--- src/rtl/pdm_capture.sv ---
// rtl/pdm_capture.sv - PDM mic clock generator, bit sampler and 16-bit word packer for DelayBuffer Port A
// LSB-first packing: the first sampled bit of each word lands in write_data[0].
module pdm_capture #(
  parameter int MEM_WIDTH  = 16,
  parameter int MEM_DEPTH  = 65536,
  parameter int ADDR_WIDTH = 16,
  parameter int MIC_DIV    = 2
) (
  input  logic                  clk,
  input  logic                  reset,
  input  logic                  start,
  input  logic                  stop,
  input  logic                  mode_loop,
  input  logic                  pdm_in,
  output logic                  mic_clk,
  output logic                  mic_lrsel,
  output logic [MEM_WIDTH-1:0]  write_data,
  output logic [ADDR_WIDTH-1:0] write_address,
  output logic                  write_enable,
  output logic                  busy,
  output logic                  done
);

  localparam int DIV_W = (MIC_DIV > 2) ? $clog2(MIC_DIV) : 1;
  localparam int BW    = $clog2(MEM_WIDTH);

  typedef enum logic [1:0] {S_IDLE, S_CAPTURE, S_DONE} state_t;

  state_t                  state;
  state_t                  state_next;
  logic [DIV_W-1:0]        div_cnt;
  logic [DIV_W-1:0]        div_next;
  logic                    tick;
  logic [BW-1:0]           bit_index;
  logic [MEM_WIDTH-1:0]    shreg;
  logic [MEM_WIDTH-1:0]    shreg_next;
  logic                    capture;
  logic                    start_capture;

  assign tick     = (div_cnt == DIV_W'(MIC_DIV - 1));
  assign div_next = tick ? '0 : div_cnt + DIV_W'(1);

  // A stop in CAPTURE also suppresses that cycle's sample, so a word cut short never writes.
  assign capture       = (state == S_CAPTURE) && tick && !stop;
  assign start_capture = (state != S_CAPTURE) && (state_next == S_CAPTURE);

  assign busy      = (state == S_CAPTURE);
  assign done      = (state == S_DONE);
  assign mic_lrsel = 1'b0;

  always_comb begin
    shreg_next            = shreg;
    shreg_next[bit_index] = pdm_in;
  end

  always_ff @(posedge clk or posedge reset) begin
    if (reset) begin
      state <= S_IDLE;
    end else begin
      state <= state_next;
    end
  end

  always_comb begin
    state_next = state;
    case (state)
      S_IDLE: begin
        if (start && !stop) state_next = S_CAPTURE;
      end
      S_CAPTURE: begin
        if (stop) begin
          state_next = S_IDLE;
        end else if (write_enable && !mode_loop &&
                     write_address == ADDR_WIDTH'(MEM_DEPTH - 1)) begin
          state_next = S_DONE;
        end
      end
      S_DONE: begin
        if (start) state_next = S_CAPTURE;
      end
      default: state_next = S_IDLE;
    endcase
  end

  always_ff @(posedge clk or posedge reset) begin
    if (reset) begin
      div_cnt       <= '0;
      mic_clk       <= 1'b0;
      bit_index     <= '0;
      shreg         <= '0;
      write_data    <= '0;
      write_address <= '0;
      write_enable  <= 1'b0;
    end else begin
      div_cnt      <= div_next;
      mic_clk      <= (div_next < DIV_W'(MIC_DIV / 2));
      write_enable <= 1'b0;
      if (start_capture) begin
        bit_index     <= '0;
        write_address <= '0;
      end else begin
        if (write_enable) write_address <= write_address + ADDR_WIDTH'(1);
        if (capture) begin
          shreg     <= shreg_next;
          bit_index <= bit_index + BW'(1);
          if (bit_index == BW'(MEM_WIDTH - 1)) begin
            write_enable <= 1'b1;
            write_data   <= shreg_next;
          end
        end
      end
    end
  end

endmodule
--- config.mk ---
export PLATFORM = sky130hd
export DESIGN_NAME = pdm_capture
export DESIGN_NICKNAME = d
export VERILOG_FILES = /design/src/rtl/pdm_capture.sv
export SDC_FILE = /design/constraint.sdc
export NUM_CORES = 1
export LEC_CHECK = 0
export ABC_AREA = 0
export CORE_MARGIN = 2
export CORE_UTILIZATION = 57
export DETAILED_ROUTE_END_ITERATION = 8
export PLACE_DENSITY = 0.84
export SLEW_MARGIN = 0
export SYNTH_ARGS = -nofsm -noshare
export SYNTH_HDL_FRONTEND = slang
export SYNTH_SLANG_ARGS = --single-unit
--- constraint.sdc ---
create_clock -name clk -period 4 [get_ports clk]
set_clock_uncertainty 0.2 [all_clocks]
set_input_delay 1.2 -clock clk [delete_from_list [all_inputs] [get_ports clk]]
set_output_delay 1.2 -clock clk [all_outputs]
set_load 0.02 [all_outputs]
==> results by group <==
Logic synthesis
  • Area contributors post-synth: dfrtp_1 (54%), mux2_2 (7.0%), mux2_4 (7.0%)
  • Post-synthesis compound-gate area fraction: 2.52%
  • Mean Syn Cell Area: 12.1 µm²
  • FF+latch count, synth: 56
  • Sequential area share after synthesis: 54.2%
  • Main combinational cell family by area after synthesis: multiplexers
  • Adder-cell share of the synthesized area: 2.42%
  • Syn_nets: 225
  • Post-synthesis simple-gate area fraction: 15.4%
  • Post-synthesis mux area share: 15.5%
  • Synth Warn #: 0
  • Synth Instances: 214
  • Area fraction of the dominant cell type after synthesis: 54.2%
  • Mapped Area: 2580 µm²
  • Cell variety after synth: 33
  • Leading area contributor after synthesis: dfrtp_1
  • Post-Synth XOR/XNOR Area: 5.42%

Clock network
  • # clock sinks: 56
  • Hold Buf Count CTS: 0
  • H-tree Lvls: 2
  • Worst skew pair latency: 0.31 ns
  • CTS tree: yes
  • Resized Gates After CTS: 0
  • Setup Buffers After CTS: 0
  • Max clock buf depth: 2
  • Clk root buf: clkbuf_8
  • Clk slew on worst S/H paths: 0.10 ns
  • CTS Buf Count: 5

Global route
  • First-pass GRT wire length: 7450 µm
  • GRT overflow: 0
  • Gr usage total: 18.5%
  • Initial antenna violation count: 0
  • Largest net degree at the start of global routing: 57
  • Vias in the first global route: 1,621

STA
  • Worst-Margin Slew: 0.685 ns
  • Tmin final: 2.99 ns
  • Setup WS post-layout: 1.01 ns
  • Unrepaired setup endpoints after global routing: false
  • Fmax: 0.334 GHz
  • Max-slew violation count: 0
  • Final-report setup violation count: 0
  • Slew Limit Headroom: 54.3%
  • Period Utilization, post-route: 74.8%
  • TNS Setup: 0 ns
  • Fin. Hold Viols: 0

Setup path
  • Kind of critical path: flop to output port
  • Reg2reg setup slack: 1.97 ns
  • Worst EP arrival: 1.59 ns
  • Max incr delay on CP: 0.64 ns
  • CP Launch Type: flop
  • Critical Path RT: 2.60 ns
  • CP max FO: 4
  • Crit-path cells: nor2b_1, clkdlybuf4s50_1
  • Max stage delay cell, worst path: clkdlybuf4s50_1
  • CP Capture Type: output port

Power and ir drop
  • Peak VDD IR: 0.230 mV
  • Leakage: 1.51 nW
  • PwrDens: 336 nW/µm²

Detailed routing
  • Final ANT Viol Nets: 0
  • Routed WL per cell: 14.7 µm
  • Initial drt markers: 129
  • Total number of vias: 1,635
  • Routed vias/inst: 5.36
  • DR DRC count: 0
  • Final WL: 4490 µm
  • Initial DRT Pass Iterations: 4

Die
  • Row Count: 24
  • Initial Util: 59.3%
  • Die area: 5090 µm²
  • Die width: 71.3 µm
  • Chip height: 71.3 µm
  • Ports: 43
  • CORE AREA: 4350 µm²

Placement
  • Dpl cells: 297
  • PortBufs: 41
  • Routability Congestion: 0.708
  • HPWL Detailed: 3120 µm
  • Worst slack, placed: 0.697 ns

Layout
  • Share of cells above drive strength 1: 20.2%
  • Layout fillers: 326
  • Finished Layout Cells: 305
  • Number of diodes: 0
  • Layout net count: 263
  • Area growth syn-to-layout: 20.5%

Min path
  • Worst hold path type: flop to flop

Flow run
  • Max-cap violations: 0

Outcome
  • Outcome: complete, no violations
[cells in the mapped netlist]
master	instances
mux2_2	16
buf_6	2
conb_1	1
and3_1	1
a211oi_1	1
nor2_1	20
ha_1	5
nand4_1	7
xnor2_1	5
nand3_1	6
o21ai_0	5
and4_2	1
dfrtp_1	56
nor4bb_1	1
o2bb2ai_1	1
nor2b_1	4
clkbuf_4	1
buf_4	3
nand4_4	2
or3_1	2
xor2_1	11
mux2i_1	4
nand2_1	19
and4_1	2
a21oi_1	3
and2_2	4
inv_1	8
a31o_2	1
mux2_4	12
clkbuf_1	3
buf_2	4
nor3b_1	1
and3_2	2
[metrics by stage]
stage	instance area, µm²	util (%)	hold slack [ns]	power (mW)
5_1_grt	3110	71.5	0.227	1.09
4_1_cts	3110	71.5	0.215	1.05
2_1_floorplan	2580	-	0.167	0.666
3_3_place_gp	3000	69.0	0.185	0.686
3_5_place_dp	3000	69.0	0.185	0.691
6_report	3110	71.5	0.209	1.05
[cells in the final DEF, fill, tap and decap left out, types with 2 or more instances in the layout]
master	Yosys	layout
clkdlybuf4s50_1	0	41
and3_2	2	2
and4_1	2	2
nor2b_1	4	4
ha_1	5	5
inv_1	8	7
nand4_1	7	7
o21ai_0	5	5
nand2_1	19	19
mux2_4	12	12
mux2_2	16	16
or3_1	2	2
a21oi_1	3	3
dfrtp_1	56	56
buf_4	3	3
nand3_1	6	6
nand4_4	2	2
clkbuf_8	0	5
xnor2_1	5	5
and2_2	4	4
nor2_1	20	20
xor2_1	11	11
mux2i_1	4	4
[power by group]
group / internal, mW / switching, mW / total [mW] / leakage [nW]
Combinational: 0.0368 / 0.0445 / 0.0813 / 0.687
Clock: 0.185 / 0.181 / 0.367 / 0.0541
Sequential: 0.584 / 0.0140 / 0.598 / 0.773
[worst max-delay path, delay by kind of cell, from the launching register on]
| kind | cells | cell delay (ns) |
|---|---|---|
| DFF | 1 | 0.40 |
| buffers and inverters | 1 | 0.64 |
| and+or+nand+nor | 1 | 0.24 |
[worst paths after layout]
check | startpoint | endpoint | cells past startpoint
setup / recovery | state[0] | busy | 2
hold / removal | div_cnt | mic_clk | 0
setup reg to reg | state[1] | write_data[0] | 4
hold reg to reg | div_cnt | mic_clk | 0
max in group asynchronous | reset | write_address[7] | 3
min in group asynchronous | reset | write_enable | 3
[sequential cells by signal (all words and copies together), names as in the netlist]
| signal | cells |
|---|---|
| write_address | 16 |
| write_data | 16 |
| shreg | 15 |
| bit_index | 4 |
| state | 2 |
| div_cnt | 1 |
| mic_clk | 1 |
| write_enable | 1 |
[kinds of logic after synthesis]
logic type      Yosys count
compound gates           11
xor+xnor                 16
fa+ha+maj                 5
buf+inv                  21
flops                    56
mux                      32
other cells               1
simple gates             72
[metal layers]
layer	vias to the layer above	GRT usage [%]	routed length, µm
li1	792	-	-
met1	811	25.9	2150
met2	27	29.3	2130
met3	5	2.95	137
met4	0	7.13	68
met5	-	0	0
[final cells by class]
cell class | instances | area, µm² | share of cell area [%]
clock inverters | 3 | 42.5 | 1.37
flip-flops and latches | 56 | 1400 | 45.0
repair buffers | 44 | 433 | 13.9
inverters | 8 | 30.0 | 0.964
clock buffers | 5 | 68.8 | 2.21
well taps | 52 | 65.1 | 2.09
multi-input cells | 137 | 1070 | 34.5
Power figures use the tool's default switching activity.
